[config.mk]
export PLATFORM = sky130hd
export DESIGN_NAME = rom_share_ctrl
export DESIGN_NICKNAME = d
export VERILOG_FILES = /design/src/rtl/rom_share_pkg.sv /design/src/rtl/rom_share_rr.sv /design/src/rtl/rom_share_ctrl.sv
export SDC_FILE = /design/constraint.sdc
export NUM_CORES = 1
export LEC_CHECK = 0
export CAP_MARGIN = 20
export CORE_ASPECT_RATIO = 1.25
export CORE_MARGIN = 4
export CORE_UTILIZATION = 43
export DETAILED_ROUTE_END_ITERATION = 12
export GPL_ROUTABILITY_DRIVEN = 1
export PLACE_DENSITY = 0.86
export SYNTH_ARGS = -nofsm -noshare
export SYNTH_HDL_FRONTEND = slang
export SYNTH_SLANG_ARGS = --single-unit
[constraint.sdc]
create_clock -name clock_40 -period 2.2 [get_ports clock_40]
set_input_delay 0.44 -clock clock_40 [delete_from_list [all_inputs] [get_ports clock_40]]
set_output_delay 0.44 -clock clock_40 [all_outputs]
set_load 0.02 [all_outputs]
[src/rtl/rom_share_pkg.sv]
// Shared types and default parameters for the download/shared-ROM controller.
package rom_share_pkg;

    localparam int unsigned ADDR_W_DEF   = 16;
    localparam int unsigned ROM_SIZE_DEF = 65536;
    localparam int unsigned HOLD_CYC_DEF = 256;

    typedef enum logic [1:0] {
        ST_LOAD = 2'd0,
        ST_HOLD = 2'd1,
        ST_RUN  = 2'd2
    } top_state_e;

    typedef enum logic [1:0] {
        R_IDLE = 2'd0,
        R_ADDR = 2'd1,
        R_DATA = 2'd2
    } rd_state_e;

    typedef enum logic {
        REQ_CPU = 1'b0,
        REQ_GFX = 1'b1
    } req_id_e;

endpackage

[src/rtl/rom_share_rr.sv]
// Two-way round-robin picker: on a tie the requester not served last wins.
module rom_share_rr
    import rom_share_pkg::*;
(
    input  logic [1:0] req,
    input  req_id_e    last,
    output logic       valid,
    output req_id_e    grant
);

    always_comb begin
        valid = |req;
        grant = REQ_CPU;
        case (req)
            2'b01:   grant = REQ_CPU;
            2'b10:   grant = REQ_GFX;
            2'b11:   grant = (last == REQ_CPU) ? REQ_GFX : REQ_CPU;
            default: grant = REQ_CPU;
        endcase
    end

endmodule

[src/rtl/rom_share_ctrl.sv]
// Loads the game ROM from the HPS download port, holds the core in reset, then
// time-shares the single-port ROM RAM between the CPU and the gfx fetcher.
module rom_share_ctrl
    import rom_share_pkg::*;
#(
    parameter int unsigned ADDR_W   = ADDR_W_DEF,
    parameter int unsigned ROM_SIZE = ROM_SIZE_DEF,
    parameter int unsigned HOLD_CYC = HOLD_CYC_DEF
) (
    input  logic              clock_40,
    input  logic              reset_n,
    input  logic              dl_active,
    input  logic              dl_wr,
    input  logic [ADDR_W-1:0] dl_addr,
    input  logic [7:0]        dl_data,
    input  logic              cpu_req,
    input  logic [ADDR_W-1:0] cpu_addr,
    output logic              cpu_ack,
    output logic [7:0]        cpu_data,
    input  logic              gfx_req,
    input  logic [ADDR_W-1:0] gfx_addr,
    output logic              gfx_ack,
    output logic [7:0]        gfx_data,
    output logic [ADDR_W-1:0] mem_addr,
    output logic [7:0]        mem_wdata,
    output logic              mem_we,
    input  logic [7:0]        mem_rdata,
    output logic              core_reset
);

    localparam int unsigned CNT_W = (HOLD_CYC > 1) ? $clog2(HOLD_CYC) : 1;
    localparam logic [CNT_W-1:0] HOLD_INIT = CNT_W'(HOLD_CYC - 1);

    top_state_e        state_q, state_d;
    rd_state_e         rd_q, rd_d;
    logic [CNT_W-1:0]  cnt_q, cnt_d;
    logic              core_reset_q, core_reset_d;
    logic              mem_we_q, mem_we_d;
    logic [ADDR_W-1:0] mem_addr_q, mem_addr_d;
    logic [7:0]        mem_wdata_q, mem_wdata_d;
    logic              cpu_ack_q, cpu_ack_d;
    logic              gfx_ack_q, gfx_ack_d;
    logic [7:0]        cpu_data_q, cpu_data_d;
    logic [7:0]        gfx_data_q, gfx_data_d;
    req_id_e           last_q, last_d;
    req_id_e           winner_q, winner_d;

    logic              in_range;
    logic [1:0]        elig;
    logic              rr_valid;
    req_id_e           rr_grant;

    assign in_range = (32'(dl_addr) < ROM_SIZE);
    // A requester whose ack is showing this cycle is finishing, not asking again.
    assign elig     = {gfx_req & ~gfx_ack_q, cpu_req & ~cpu_ack_q};

    rom_share_rr u_rr (
        .req   (elig),
        .last  (last_q),
        .valid (rr_valid),
        .grant (rr_grant)
    );

    always_comb begin
        state_d     = state_q;
        rd_d        = rd_q;
        cnt_d       = cnt_q;
        mem_we_d    = 1'b0;
        mem_addr_d  = mem_addr_q;
        mem_wdata_d = mem_wdata_q;
        cpu_ack_d   = 1'b0;
        gfx_ack_d   = 1'b0;
        cpu_data_d  = cpu_data_q;
        gfx_data_d  = gfx_data_q;
        last_d      = last_q;
        winner_d    = winner_q;

        if (dl_active) begin
            // Download pre-empts everything; any in-flight read is dropped silently.
            state_d = ST_LOAD;
            rd_d    = R_IDLE;
            if (state_q == ST_LOAD && dl_wr && in_range) begin
                mem_we_d    = 1'b1;
                mem_addr_d  = dl_addr;
                mem_wdata_d = dl_data;
            end
        end else begin
            unique case (state_q)
                ST_LOAD: begin
                    state_d = ST_HOLD;
                    cnt_d   = HOLD_INIT;
                end
                ST_HOLD: begin
                    if (cnt_q == '0) begin
                        state_d = ST_RUN;
                    end else begin
                        cnt_d = cnt_q - 1'b1;
                    end
                end
                ST_RUN: begin
                    unique case (rd_q)
                        R_IDLE: begin
                            if (rr_valid) begin
                                mem_addr_d = (rr_grant == REQ_GFX) ? gfx_addr : cpu_addr;
                                winner_d   = rr_grant;
                                rd_d       = R_ADDR;
                            end
                        end
                        R_ADDR: rd_d = R_DATA;
                        R_DATA: begin
                            if (winner_q == REQ_GFX) begin
                                gfx_data_d = mem_rdata;
                                gfx_ack_d  = 1'b1;
                            end else begin
                                cpu_data_d = mem_rdata;
                                cpu_ack_d  = 1'b1;
                            end
                            last_d = winner_q;
                            rd_d   = R_IDLE;
                        end
                        default: rd_d = R_IDLE;
                    endcase
                end
                default: state_d = ST_LOAD;
            endcase
        end

        core_reset_d = (state_d != ST_RUN);
    end

    always_ff @(posedge clock_40 or negedge reset_n) begin
        if (!reset_n) begin
            state_q      <= ST_LOAD;
            rd_q         <= R_IDLE;
            cnt_q        <= '0;
            core_reset_q <= 1'b1;
            mem_we_q     <= 1'b0;
            mem_addr_q   <= '0;
            mem_wdata_q  <= '0;
            cpu_ack_q    <= 1'b0;
            gfx_ack_q    <= 1'b0;
            cpu_data_q   <= '0;
            gfx_data_q   <= '0;
            last_q       <= REQ_CPU;
            winner_q     <= REQ_CPU;
        end else begin
            state_q      <= state_d;
            rd_q         <= rd_d;
            cnt_q        <= cnt_d;
            core_reset_q <= core_reset_d;
            mem_we_q     <= mem_we_d;
            mem_addr_q   <= mem_addr_d;
            mem_wdata_q  <= mem_wdata_d;
            cpu_ack_q    <= cpu_ack_d;
            gfx_ack_q    <= gfx_ack_d;
            cpu_data_q   <= cpu_data_d;
            gfx_data_q   <= gfx_data_d;
            last_q       <= last_d;
            winner_q     <= winner_d;
        end
    end

    assign core_reset = core_reset_q;
    assign mem_we     = mem_we_q;
    assign mem_addr   = mem_addr_q;
    assign mem_wdata  = mem_wdata_q;
    assign cpu_ack    = cpu_ack_q;
    assign gfx_ack    = gfx_ack_q;
    assign cpu_data   = cpu_data_q;
    assign gfx_data   = gfx_data_q;

endmodule

==> reports/metrics.cfg <==
[cells_and_area]
drive_above_1_share_pct=16.0
layout.cells.non_filler=467
n_antenna_cell=0
final_common_cell=clkdlybuf4s50_1
mostFrequentLayoutCells=clkdlybuf4s50_1, dfrtp_1, inv_1
fin_nets=449
final_util_pct=69.2
area_growth_pct=55.1

[floorplan]
die_h_um=98.0
fp.dieW_um=80.0
start_util_pct=44.6
core_mm2=0.00625
io_pins=114
num_rows=32
die_area_mm2=0.00784

[routing]
viasPerCell=5.42
antenna_left=0
drt_wl_total_um=8210
wl_per_cell_um=17.6
drt_pass1_iterations=5
drtIter0Drc=131
drc=0
vias=2530

[synth]
synth_top_family_by_area=compound AO/OA/AOI/OAI gates
yosysTopAreaCellShare_pct=51.2
synth-simple-area-share_pct=12.5
synth_area_leaders=dfrtp_1, mux2_2, a32o_1
yosysWarnings=0
synthMuxAreaShare_pct=11.1
synth_cell_type_count=40
yosysTopAreaCell=dfrtp_1
synthXorXnorAreaFrac_pct=0.629
synth_seq_area_share_pct=52.2
synthCells=250
syn_avg_cell_area_um2=11.1
synth_nets=322
synth_ff_type=dfrtp_1
synth-edff-count=0
ys_async_sr_fraction_pct=100
synth-compound-area-share_pct=16.8
netlist_area_mm2=0.00279
synth_adder_area_share_pct=0.898
ys_ff_latch=58

[global_route]
antenna_found_initial=0
first_global_vias=2757
grt_max_degree=59
groute.usage.overall_pct=22.1
grt_pass1_wl_um=13300
overflow=0

[clock_tree]
path_clk_slew_ps=60
clock_latency_ps=330
numCtsBuffers=9
ctsResizeCount=0
cts.path.max_buffers=2
cts_sinks=58
tritoncts=done
cts_hold_buffers=0
cts_setup_buffers=0
cts-root-buf=clkbuf_8
htreeDepth=3

[sta]
rsz0062_at_grt=no
drv_slew=0
min_period_ps=1880
fin_crit_sh_pct=85.5
skew_ps=6.86
worstMarginPinSlew_ps=727
finalWorstSetupSlack_ps=318
setup_tns_ps=0
max_freq_ghz=0.531
finalSetupViolations=0
hold_viol_final=0
hold_ws_ps=106
slew_headroom_pct=51.1

[placed_design]
dp_hpwl_um=6020
dp.cells=451
gp_congestion=0.874
numPortBuffers=113
pre_cts_ws_ps=-26.6

[setup_path]
crit_type=reg2out
r2r_slack_ps=330
r2r_start=cnt_q[3]
crit_family=buffers and inverters
end_kind=output port
crit_buf_inv=1
rr_endpoint=cnt_q[7]
crit_fanout=1
startpoint_type=flop
crit_path_cell_trace=clkdlybuf4s50_1
crit_slowest_cell=clkdlybuf4s50_1
cp.arrival_ps=1440
critical-path-max-stage-delay_ps=600
cp.required_ps=1760
r2r_cells=4

[run_status]
status=finished clean

[min_path]
holdCritPathClass=in2async

[pwr]
leakage_nw=1.97
power_density_mw_per_mm2=693
vdd_ir_drop_max_mv=0.450

[flow_run]
maxCapViolCount=0

==> layout make-up <==
| class | instances | area, um^2 |
|---|---|---|
| Multi-Input combinational cell | 153 | 1170 |
| Fill cell | 502 | 1930 |
| Inverter | 25 | 93.8 |
| Clock buffer | 14 | 173 |
| Timing Repair Buffer | 130 | 1270 |
| Tap cell | 85 | 106 |
| Clock inverter | 2 | 60.1 |
| Sequential cell | 58 | 1450 |
==> how the worst max path moves through the flow <==
stage                           from     endpoint  slack (ps)  cells after the start
after floorplan              gfx_ack  mem_addr[0]         490                      6
after global placement     dl_active     cnt_q[5]          50                      5
after detailed placement   dl_active     cnt_q[7]         -30                      5
after CTS                 core_reset   core_reset         300                      1
after global routing        cnt_q[3]     cnt_q[7]         210                      4
final                     core_reset   core_reset         320                      1
==> kinds of logic after synthesis <==
kind of cell / after synthesis
buffers and inverters: 39
AOI/OAI and AO/OA: 62
DFF: 58
muxes: 28
and+or+nand+nor: 59
xor gates and xnor gates: 2
adders and majority gates: 2
==> registers in the layout, indices dropped and copies added (netlist names), 2 cells and up <==
signal and flops:
cnt_q 8, cpu_data 8, gfx_data 8, mem_addr 16, mem_wdata 8, rd_q 2
state_q 2
==> power breakdown <==
part           leakage, nW  internal (mW)  switching [mW]
combinational         1.14          0.360           0.288
clock                0.117          0.732           0.401
sequential           0.715           1.16          0.0558
==> cells in the mapped netlist (3+ instances only) <==
cell / n
mux2_2: 24
dfrtp_1: 57
inv_1: 25
and3_1: 17
a211o_1: 16
nor2b_1: 3
nor2_1: 7
clkbuf_1: 9
a32o_1: 16
nand2_1: 12
mux2i_1: 4
a21oi_1: 22
==> through the flow <==
stage,instance area [um^2],power [mW]
final,4320,2.99
after CTS,4320,3.03
after floorplan,2790,1.50
after global routing,4320,3.13
after global placement,4090,1.86
after detailed placement,4090,1.88
==> per-layer routing <==
metal	share of wire, %	global-route usage, %
met1	37	23.6
met2	55	39.0
met3	4.5	5.72
met4	3.8	11.6
met5	0	0
(Power assumes the default switching activity.)
